`src/rtl/mine_board_cover_pkg.sv`:
```
// Shared definitions for the minesweeper cover-state board.
// Holds the 2-bit cover encoding and the default grid dimensions used by
// mine_board_cover and its per-cell sub-module.
package mine_board_cover_pkg;

  // Cover encoding. 2'b11 is never stored.
  localparam logic [1:0] COVER_HIDDEN = 2'b00;
  localparam logic [1:0] COVER_OPEN   = 2'b01;
  localparam logic [1:0] COVER_FLAG   = 2'b10;

  // Default grid geometry.
  localparam int DEFAULT_X_SIZE       = 16;
  localparam int DEFAULT_Y_SIZE       = 16;
  localparam int DEFAULT_X_COORD_BITS = 4;
  localparam int DEFAULT_Y_COORD_BITS = 4;

endpackage

```
`src/rtl/mine_board_cover_cell.sv`:
```
// One cell of the cover board: a 2-bit cover-state register.
// Ports:
//   clk, reset : clock and asynchronous active-high reset (clears to covered)
//   sel        : the command cursor points at this cell
//   flag       : qualified flag command (already excludes flag&open)
//   open       : qualified open command (already excludes flag&open)
//   state      : stored cover state
//   opened     : combinational strobe, high when this edge will open the cell
module mine_board_cover_cell
  import mine_board_cover_pkg::*;
(
  input  logic       clk,
  input  logic       reset,
  input  logic       sel,
  input  logic       flag,
  input  logic       open,
  output logic [1:0] state,
  output logic       opened
);

  logic [1:0] state_next;

  // Only a covered cell can be opened; opening is therefore a one-shot event.
  assign opened = sel && open && (state == COVER_HIDDEN);

  always_comb begin
    state_next = state;
    if (opened) begin
      state_next = COVER_OPEN;
    end else if (sel && flag) begin
      case (state)
        COVER_HIDDEN: state_next = COVER_FLAG;
        COVER_FLAG:   state_next = COVER_HIDDEN;
        default:      state_next = state;
      endcase
    end
  end

  always_ff @(posedge clk or posedge reset) begin
    if (reset) begin
      state <= COVER_HIDDEN;
    end else begin
      state <= state_next;
    end
  end

endmodule

```
`src/rtl/mine_board_cover.sv`:
```
// Cover-state board for minesweeper: per-cell covered/opened/flagged state.
// Flag/open commands act on the cursor cell (x_pos, y_pos) each clock; the
// display scan reads the cover state at (x_coord, y_coord) combinationally.
// Ports:
//   clk, reset       : clock, asynchronous active-high reset (all covered)
//   flag, open       : level-sampled commands; both high means no action
//   x_coord, y_coord : scan read coordinate
//   x_pos, y_pos     : command cursor
//   cell_val         : cover state at the scan coordinate (00 if out of range)
//   opened_cell      : one-cycle pulse after a covered cell is opened
//   opened_count     : (BOARD_COVER_COUNT_EN only) saturating count of opens
// Build option: define BOARD_COVER_COUNT_EN to add opened_count.
module mine_board_cover
  import mine_board_cover_pkg::*;
#(
  parameter int X_SIZE       = DEFAULT_X_SIZE,
  parameter int Y_SIZE       = DEFAULT_Y_SIZE,
  parameter int X_COORD_BITS = DEFAULT_X_COORD_BITS,
  parameter int Y_COORD_BITS = DEFAULT_Y_COORD_BITS
) (
  input  logic                    clk,
  input  logic                    reset,
  input  logic                    flag,
  input  logic                    open,
  input  logic [X_COORD_BITS-1:0] x_coord,
  input  logic [Y_COORD_BITS-1:0] y_coord,
  input  logic [X_COORD_BITS-1:0] x_pos,
  input  logic [Y_COORD_BITS-1:0] y_pos,
  output logic [1:0]              cell_val,
  output logic                    opened_cell
`ifdef BOARD_COVER_COUNT_EN
  ,
  output logic [X_COORD_BITS+Y_COORD_BITS:0] opened_count
`endif
);

  localparam int CELLS    = X_SIZE * Y_SIZE;
  localparam int IDX_BITS = X_COORD_BITS + Y_COORD_BITS;

  logic [1:0]       cell_state [CELLS];
  logic [CELLS-1:0] opened_vec;
  logic             cmd_flag;
  logic             cmd_open;

  // flag and open together cancel each other.
  assign cmd_flag = flag && !open;
  assign cmd_open = open && !flag;

  // An out-of-range cursor matches no cell, so the command is dropped.
  for (genvar gy = 0; gy < Y_SIZE; gy++) begin : g_row
    for (genvar gx = 0; gx < X_SIZE; gx++) begin : g_col
      logic sel;
      assign sel = (x_pos == X_COORD_BITS'(gx)) && (y_pos == Y_COORD_BITS'(gy));
      mine_board_cover_cell u_cell (
        .clk    (clk),
        .reset  (reset),
        .sel    (sel),
        .flag   (cmd_flag),
        .open   (cmd_open),
        .state  (cell_state[gy*X_SIZE+gx]),
        .opened (opened_vec[gy*X_SIZE+gx])
      );
    end
  end

  // Scan read port.
  logic                rd_in_range;
  logic [IDX_BITS-1:0] rd_idx;

  assign rd_in_range = ({1'b0, x_coord} < (X_COORD_BITS+1)'(X_SIZE)) &&
                       ({1'b0, y_coord} < (Y_COORD_BITS+1)'(Y_SIZE));
  assign rd_idx      = IDX_BITS'(y_coord) * IDX_BITS'(X_SIZE) + IDX_BITS'(x_coord);
  assign cell_val    = rd_in_range ? cell_state[rd_idx] : COVER_HIDDEN;

  // At most one cell is selected, so the OR is exactly the accepted-open event.
  always_ff @(posedge clk or posedge reset) begin
    if (reset) begin
      opened_cell <= 1'b0;
    end else begin
      opened_cell <= |opened_vec;
    end
  end

`ifdef BOARD_COVER_COUNT_EN
  always_ff @(posedge clk or posedge reset) begin
    if (reset) begin
      opened_count <= '0;
    end else if ((|opened_vec) && (opened_count != (IDX_BITS+1)'(CELLS))) begin
      opened_count <= opened_count + 1'b1;
    end
  end
`endif

endmodule

```
`config.mk`:
```
export PLATFORM = sky130hd
export DESIGN_NAME = mine_board_cover
export DESIGN_NICKNAME = d
export VERILOG_FILES = /design/src/rtl/mine_board_cover_pkg.sv /design/src/rtl/mine_board_cover_cell.sv /design/src/rtl/mine_board_cover.sv
export SDC_FILE = /design/constraint.sdc
export NUM_CORES = 1
export LEC_CHECK = 0
export CAP_MARGIN = 5
export CELL_PAD_IN_SITES_DETAIL_PLACEMENT = 1
export CELL_PAD_IN_SITES_GLOBAL_PLACEMENT = 2
export CORE_MARGIN = 5
export CORE_UTILIZATION = 45
export DETAILED_ROUTE_END_ITERATION = 8
export PLACE_DENSITY_LB_ADDON = 0.1
export SYNTH_ARGS = -nofsm -noshare
export SYNTH_HDL_FRONTEND = slang
export SYNTH_HIERARCHICAL = 1
export SYNTH_SLANG_ARGS = --single-unit
export TNS_END_PERCENT = 20
```
`constraint.sdc`:
```
create_clock -name clk -period 5.3 [get_ports clk]
set_input_delay 1.59 -clock clk [delete_from_list [all_inputs] [get_ports clk]]
set_output_delay 1.59 -clock clk [all_outputs]
set_load 0.01 [all_outputs]
```
==> run_results.csv, run 1 <==
group,metric,value,unit
logic_synthesis,synth_ff_type,"dfrtp_1",
detailed_routing,postRouteAntennaNets,0,
timing,tightest_slew,1.14,ns
grt,grt_start_max_net_pins,126,
critical_path,arrival,3.92,ns
power_and_ir_drop,intPower,7.56,mW
clocking,numCtsBuffers,67,
grt,grt_pass1_wl,185000,um
logic_synthesis,ys_ff_latch,513,
detailed_routing,vias_per_cell,5.89,
timing,slew_headroom,24.2,%
timing,fin_worst_skew,0.0163,ns
critical_path,worst_ep_required_time,3.71,ns
logic_synthesis,async_flop_share,100,%
floorplanning,fp.dieH,293,um
critical_path,start_kind,"input pin",
clocking,clock-sinks,513,
logic_synthesis,yosys_warnings,6,
logic_synthesis,synth_nets,3171,
power_and_ir_drop,irDropWorstVdd,0.000219,V
logic_synthesis,syn_area,36000,um2
timing,setup_ws,-0.209,ns
grt,use_met1,36.4,%
logic_synthesis,synth_top_area_share,35.7,%
power_and_ir_drop,pwr-share-clk,44.4,%
logic_synthesis,synth.area.top_cells,"dfrtp_1 36%, nand3b_4 14%, mux2_4 11%",
floorplanning,core_area,79100,um2
critical_path,path_cells,"clkdlybuf4s15_2, buf_6, or3b_4, buf_12, o22ai_4, nor4_2, o41ai_2, a31oi_4, a311oi_4, buf_6",
clocking,clock_latency,0.61,ns
logic_synthesis,synth_top_cell_by_area,"dfrtp_1",
clocking,cts_hold_buf,0,
critical_path,end_kind,"output port",
floorplanning,die-area,85700,um2
clocking,clockBufferDepth,3,
clocking,clkSlewWorstSetupHoldPaths,0.05,ns
finish,syn2layout_area_growth,20.3,%
detailed_routing,drcViolationCount,0,
status,outcome,"finished, violations left",
logic_synthesis,synth_edf_count,0,
logic_synthesis,avgSynthCellArea,11.4,um2
power_and_ir_drop,power.switching,2.84,mW
detailed_routing,post_drt_wl_per_cell,26.1,um
floorplanning,pin_count,23,
detailed_routing,drt_iter0_markers,1694,
worst_hold_path,hp-class,"flip-flop to flip-flop",
power_and_ir_drop,leakagePower,25.9,nW
placed_design,io_buffers,22,
grt,grt_pass1_vias,30165,
finish,nets,3536,
floorplanning,rows,103,
status,failed_checks,"negative setup slack",
timing,rsz0062_at_grt,"yes",
grt,antenna_found_initial,2,
finish,layout_common_cells,"520 x nor2_1, 515 x inv_1, 513 x dfrtp_1",
floorplanning,start_util,45.4,%
grt,grtUsageMet3,3.53,%
critical_path,critPathSlowestCell,"o41ai_2",
clocking,cts_htree_levels,3,
logic_synthesis,synthDistinctLibCells,49,
placed_design,globalplace.congestion,0.850,
run,drv_cap,0,
placed_design,dpl.hpwl,83500,um
power_and_ir_drop,pwr_density_cell,241,nW/um2
critical_path,cp_common_cell,"buf_6",
critical_path,crit_path_max_fanout,16,
grt,met2_usage,47.5,%
timing,hold_viol_final,0,
finish,drive_gt1_share,39.3,%
detailed_routing,firstDrtPassIters,5,
timing,period_needed,5.51,ns
critical_path,cpPeakStageDelay,0.46,ns
power_and_ir_drop,switching_share,27.3,%
timing,setup_viol,2,
power_and_ir_drop,seq_power_share,41.5,%
timing,max_freq,0.182,GHz
grt,overflow,0,
finish,fin_util,54.7,%
floorplanning,die_w,293,um
logic_synthesis,yosysSeqAreaShare,35.7,%
clocking,cts_tree,"done",
finish,final_common_cell,"nor2_1",
logic_synthesis,synthesis.instances,3151,
timing,whs,0.524,ns
timing,timing.final.max_slew_violations,0,
detailed_routing,routed_wl,120000,um
timing,finalCritPeriodShare,104,%
detailed_routing,vias,27168,
power_and_ir_drop,combinationalPowerShare,14.1,%
grt,track_usage,27.6,%
clocking,root_buffer,"clkbuf_16",
critical_path,critical_path_class,"input pin to output port",
grt,busiest_layer,"met2",
## what timing repair did
action,4_1_cts,5_1_grt
buffers inserted,31,0
endpoints found under the hold margin,0,0
cloned,6,0
pin swaps,35,10
resized for setup,157,17
endpoints found under the setup margin,2,2
## kinds of logic (layout without fill, tap and decap cells)
kind of cell / count (synthesis) / count (layout) / synth area share (%)
AND/OR/NAND/NOR: 1229 / 1229 / 29.9
buffers and inverters: 600 / 1010 / 7.01
flip-flops: 513 / 513 / 35.7
multiplexers: 459 / 459 / 19.2
AO/OA/AOI/OAI: 350 / 350 / 8.10
other: 0 / 4 / 0
## power groups by stage
stage / Combinational (mW) / Sequential (mW) / Clock (mW)
2_1_floorplan: 0.951 / 4.30 / 0
3_3_place_gp: 1.29 / 4.35 / 0
3_5_place_dp: 1.35 / 4.37 / 0
4_1_cts: 1.46 / 4.31 / 4.73
5_1_grt: 1.56 / 4.34 / 4.88
6_report: 1.47 / 4.32 / 4.62
## through the flow
step / power [mW] / worst slack [ns] / cell area, um2 / std cells / TNS (ns)
final: 10.4 / -0.209 / 43200 / 4615 / -0.381
after global routing: 10.8 / -0.251 / 43200 / 4611 / -0.496
after CTS: 10.5 / -0.162 / 43100 / 4611 / -0.321
after detailed placement: 5.73 / -1.24 / 39800 / 4464 / -2.56
after global placement: 5.65 / -1.20 / 39800 / 4464 / -2.54
after floorplan: 5.25 / -7.01 / 36000 / 3151 / -2861.99
## synth_stat cells (7+ instances only)
library cell,n
nor2_1,522
nand4_1,21
buf_6,13
mux2_2,12
mux2_4,256
buf_4,8
nand2_1,36
a31o_2,256
dfrtp_1,513
nand3_1,19
buf_2,12
nand3b_4,257
mux2i_1,113
nor4bb_1,256
mux4_1,14
nor4_1,80
mux4_2,64
a2111oi_0,8
clkbuf_1,40
o22ai_1,43
a21oi_1,7
inv_1,515
nor2b_1,13
## sequential cells by signal, summed over array words and instances, names as in the netlist
register                  count
g_row.g_col.u_cell/state    512
opened_cell                   1
## layout make-up
| class | count | area, um2 |
|---|---|---|
| Tap cell | 1050 | 1310 |
| Inverter | 518 | 1940 |
| Antenna cell | 4 | 10.0 |
| Sequential cell | 513 | 12800 |
| Timing Repair Buffer | 378 | 3650 |
| Clock buffer | 100 | 2000 |
| Fill cell | 8260 | 35900 |
| Clock inverter | 14 | 178 |
| Multi-Input combinational cell | 2038 | 21300 |
## per-layer routing
metal | wire length, um | up-vias
met1 | 52900 | 14322
li1 | - | 12114
met2 | 59300 | 541
met3 | 4440 | 191
met5 | 0 | -
met4 | 3830 | 0
## path summary, 6_finish.rpt
kind	from	endpoint	cells after the start	slack [ns]
worst max-delay path	x_coord[2]	cell_val[1]	10	-0.21
max in group asynchronous	reset	g_row[11].g_col[14].u_cell/state[0]	3	3.09
worst min register to register	g_row[10].g_col[8].u_cell/state[0]	g_row[10].g_col[8].u_cell/state[0]	1	0.52
worst min-delay path	g_row[10].g_col[8].u_cell/state[0]	g_row[10].g_col[8].u_cell/state[0]	1	0.52
min in group asynchronous	reset	g_row[4].g_col[10].u_cell/state[1]	2	1.14
worst max register to register	g_row[12].g_col[1].u_cell/state[0]	opened_cell	7	2.60
## worst max-delay path: cells and delay by family
family	cells	cell delay, ns
buffers and inverters	4	0.65
and+or+nand+nor	2	0.51
AOI/OAI and AO/OA	4	1.16
No activity file was read; power rests on OpenSTA's default activity.
==> run 2: changes to the inputs <==
DONT_BUFFER_PORTS = 1   (was default)
==> run_results.csv, run 2 (same netlist as run 1, synthesis figures left out) <==
group,metric,value,unit
status,outcome,"finished, violations left",
status,failed_checks,"negative setup slack",
detailed_routing,routed_wl,116000,um
power_and_ir_drop,combinationalPowerShare,11.4,%
detailed_routing,vias_per_cell,5.98,
critical_path,rr_worst_depth,5,
finish,largest_reg_flops,512,
placed_design,globalplace.congestion,0.849,
clocking,cts_hold_buf,0,
finish,antenna_cells,0,
critical_path,arrival,3.84,ns
run,drv_cap,0,
floorplanning,start_util,45.4,%
floorplanning,core_area,79100,um2
critical_path,end_kind,"output port",
grt,grt_pass1_wl,178000,um
floorplanning,die_w,293,um
grt,overflow,0,
finish,seq_area,12800,um2
clocking,clock-sinks,513,
clocking,cts_tree,"done",
placed_design,dpl-instance-area,37800,um2
timing,timing.final.max_slew_violations,0,
timing,hold_viol_final,0,
detailed_routing,vias,26027,
clocking,clock_latency,0.62,ns
timing,slew_headroom,20.1,%
finish,syn2layout_area_growth,12.1,%
finish,multi_input_area,20900,um2
timing,max_freq,0.184,GHz
timing,setup_viol,2,
power_and_ir_drop,power.switching,2.68,mW
finish,top_register,"g_row.g_col.u_cell/state",
critical_path,worst_ep_required_time,3.71,ns
power_and_ir_drop,switching_share,26.6,%
critical_path,critical_path_class,"input pin to output port",
power_and_ir_drop,leakagePower,24.3,nW
grt,grt_pass1_vias,29022,
floorplanning,rows,103,
finish,drive_gt1_share,33.7,%
floorplanning,die-area,85700,um2
placed_design,io_buffers,0,
timing,rsz0062_at_grt,"yes",
finish,reg_top3,"g_row.g_col.u_cell/state: 512 flops, opened_cell: 1 flops",
clocking,cts_htree_levels,3,
power_and_ir_drop,seq_power_share,42.8,%
finish,nets,3274,
finish,fillCellCount,8366,
timing,setup_ws,-0.126,ns
grt,track_usage,26.5,%
clocking,root_buffer,"clkbuf_16",
detailed_routing,firstDrtPassIters,5,
clocking,numCtsBuffers,67,
floorplanning,fp.dieH,293,um
detailed_routing,postRouteAntennaNets,0,
timing,fin_worst_skew,0.0204,ns
critical_path,start_kind,"input pin",
timing,finalCritPeriodShare,102,%
critical_path,crit_path_max_fanout,129,
floorplanning,pin_count,23,
detailed_routing,post_drt_wl_per_cell,26.6,um
finish,fin_area,40300,um2
finish,final_common_cell,"nor2_1",
detailed_routing,drt_iter0_markers,1404,
clocking,clkSlewWorstSetupHoldPaths,0.05,ns
worst_hold_path,hp-class,"flip-flop to flip-flop",
grt,antenna_found_initial,3,
power_and_ir_drop,pwr-share-clk,45.8,%
timing,period_needed,5.43,ns
timing,whs,0.519,ns
grt,grt_start_max_net_pins,258,
placed_design,dpl.hpwl,78100,um
power_and_ir_drop,irDropWorstVdd,0.000193,V
power_and_ir_drop,pwr_density_cell,250,nW/um2
clocking,clockBufferDepth,3,
finish,layout_common_cells,"520 x nor2_1, 515 x inv_1, 513 x dfrtp_1",
power_and_ir_drop,intPower,7.39,mW
worst_hold_path,hold_depth,1,
detailed_routing,drcViolationCount,0,
timing,tightest_slew,1.20,ns
==> run 2: path summary, 6_finish.rpt <==
| path | slack [ns] | end | from |
|---|---|---|---|
| worst min-delay path | 0.52 | g_row[7].g_col[4].u_cell/state[0] | g_row[7].g_col[4].u_cell/state[0] |
| max in group asynchronous | 3.68 | g_row[8].g_col[10].u_cell/state[0] | reset |
| worst max register to register | 2.80 | opened_cell | g_row[8].g_col[6].u_cell/state[1] |
| worst min register to register | 0.52 | g_row[7].g_col[4].u_cell/state[0] | g_row[7].g_col[4].u_cell/state[0] |
| worst max-delay path | -0.13 | cell_val[1] | x_coord[0] |
| min in group asynchronous | 0.72 | g_row[4].g_col[11].u_cell/state[0] | reset |
==> run 2: per-stage QoR <==
stage          power [mW]  cells   TNS, ns  util, %  worst slack, ns
2_1_floorplan        5.25   3151  -2861.99        -            -7.01
3_3_place_gp         5.42   4237    -0.386     47.8           -0.226
3_5_place_dp         5.49   4237    -0.428     47.8           -0.296
4_1_cts              10.2   4351   -0.0324     50.7          -0.0296
5_1_grt              10.4   4350    -0.203     51.0           -0.151
6_report             10.1   4350    -0.192     51.0           -0.126
==> run 2: cell type report <==
cell class | count | share of cell area (%)
Multi-Input combinational cell | 2038 | 51.8
Sequential cell | 513 | 31.8
Clock buffer | 102 | 5.06
Inverter | 518 | 4.82
Tap cell | 1050 | 3.26
Timing Repair Buffer | 116 | 2.77
Clock inverter | 13 | 0.403
==> run 2: power by group through the flow <==
| stage | combinational, mW | clock [mW] | sequential (mW) |
|---|---|---|---|
| 6_report | 1.15 | 4.61 | 4.31 |
| 5_1_grt | 1.23 | 4.88 | 4.34 |
| 4_1_cts | 1.14 | 4.73 | 4.31 |
| 3_5_place_dp | 1.12 | 0 | 4.37 |
| 3_3_place_gp | 1.06 | 0 | 4.35 |
| 2_1_floorplan | 0.951 | 0 | 4.30 |
==> run 2: per-layer routing <==
layer	vias to the layer above	track usage (%)	share of wire, %
met5	-	0	0
met4	0	6.55	2.4
met3	141	3.67	3.4
met2	406	45.4	49
met1	13893	35.6	45
li1	11587	-	-
==> run 2: repair_timing <==
action	CTS	global route
gates resized for setup	38	34
buffers inserted	0	1
setup endpoints to repair	2	2
pin swaps	10	16
==> run 2: worst max-delay path, cell delays in order <==
cell,delay [ns]
or3b_4,0.23
buf_12,0.15
buf_4,0.17
o22ai_1,0.07
nor4_1,0.56
a32oi_1,0.24
a31oi_1,0.33
a311oi_2,0.07
buf_4,0.17
buf_6,0.12
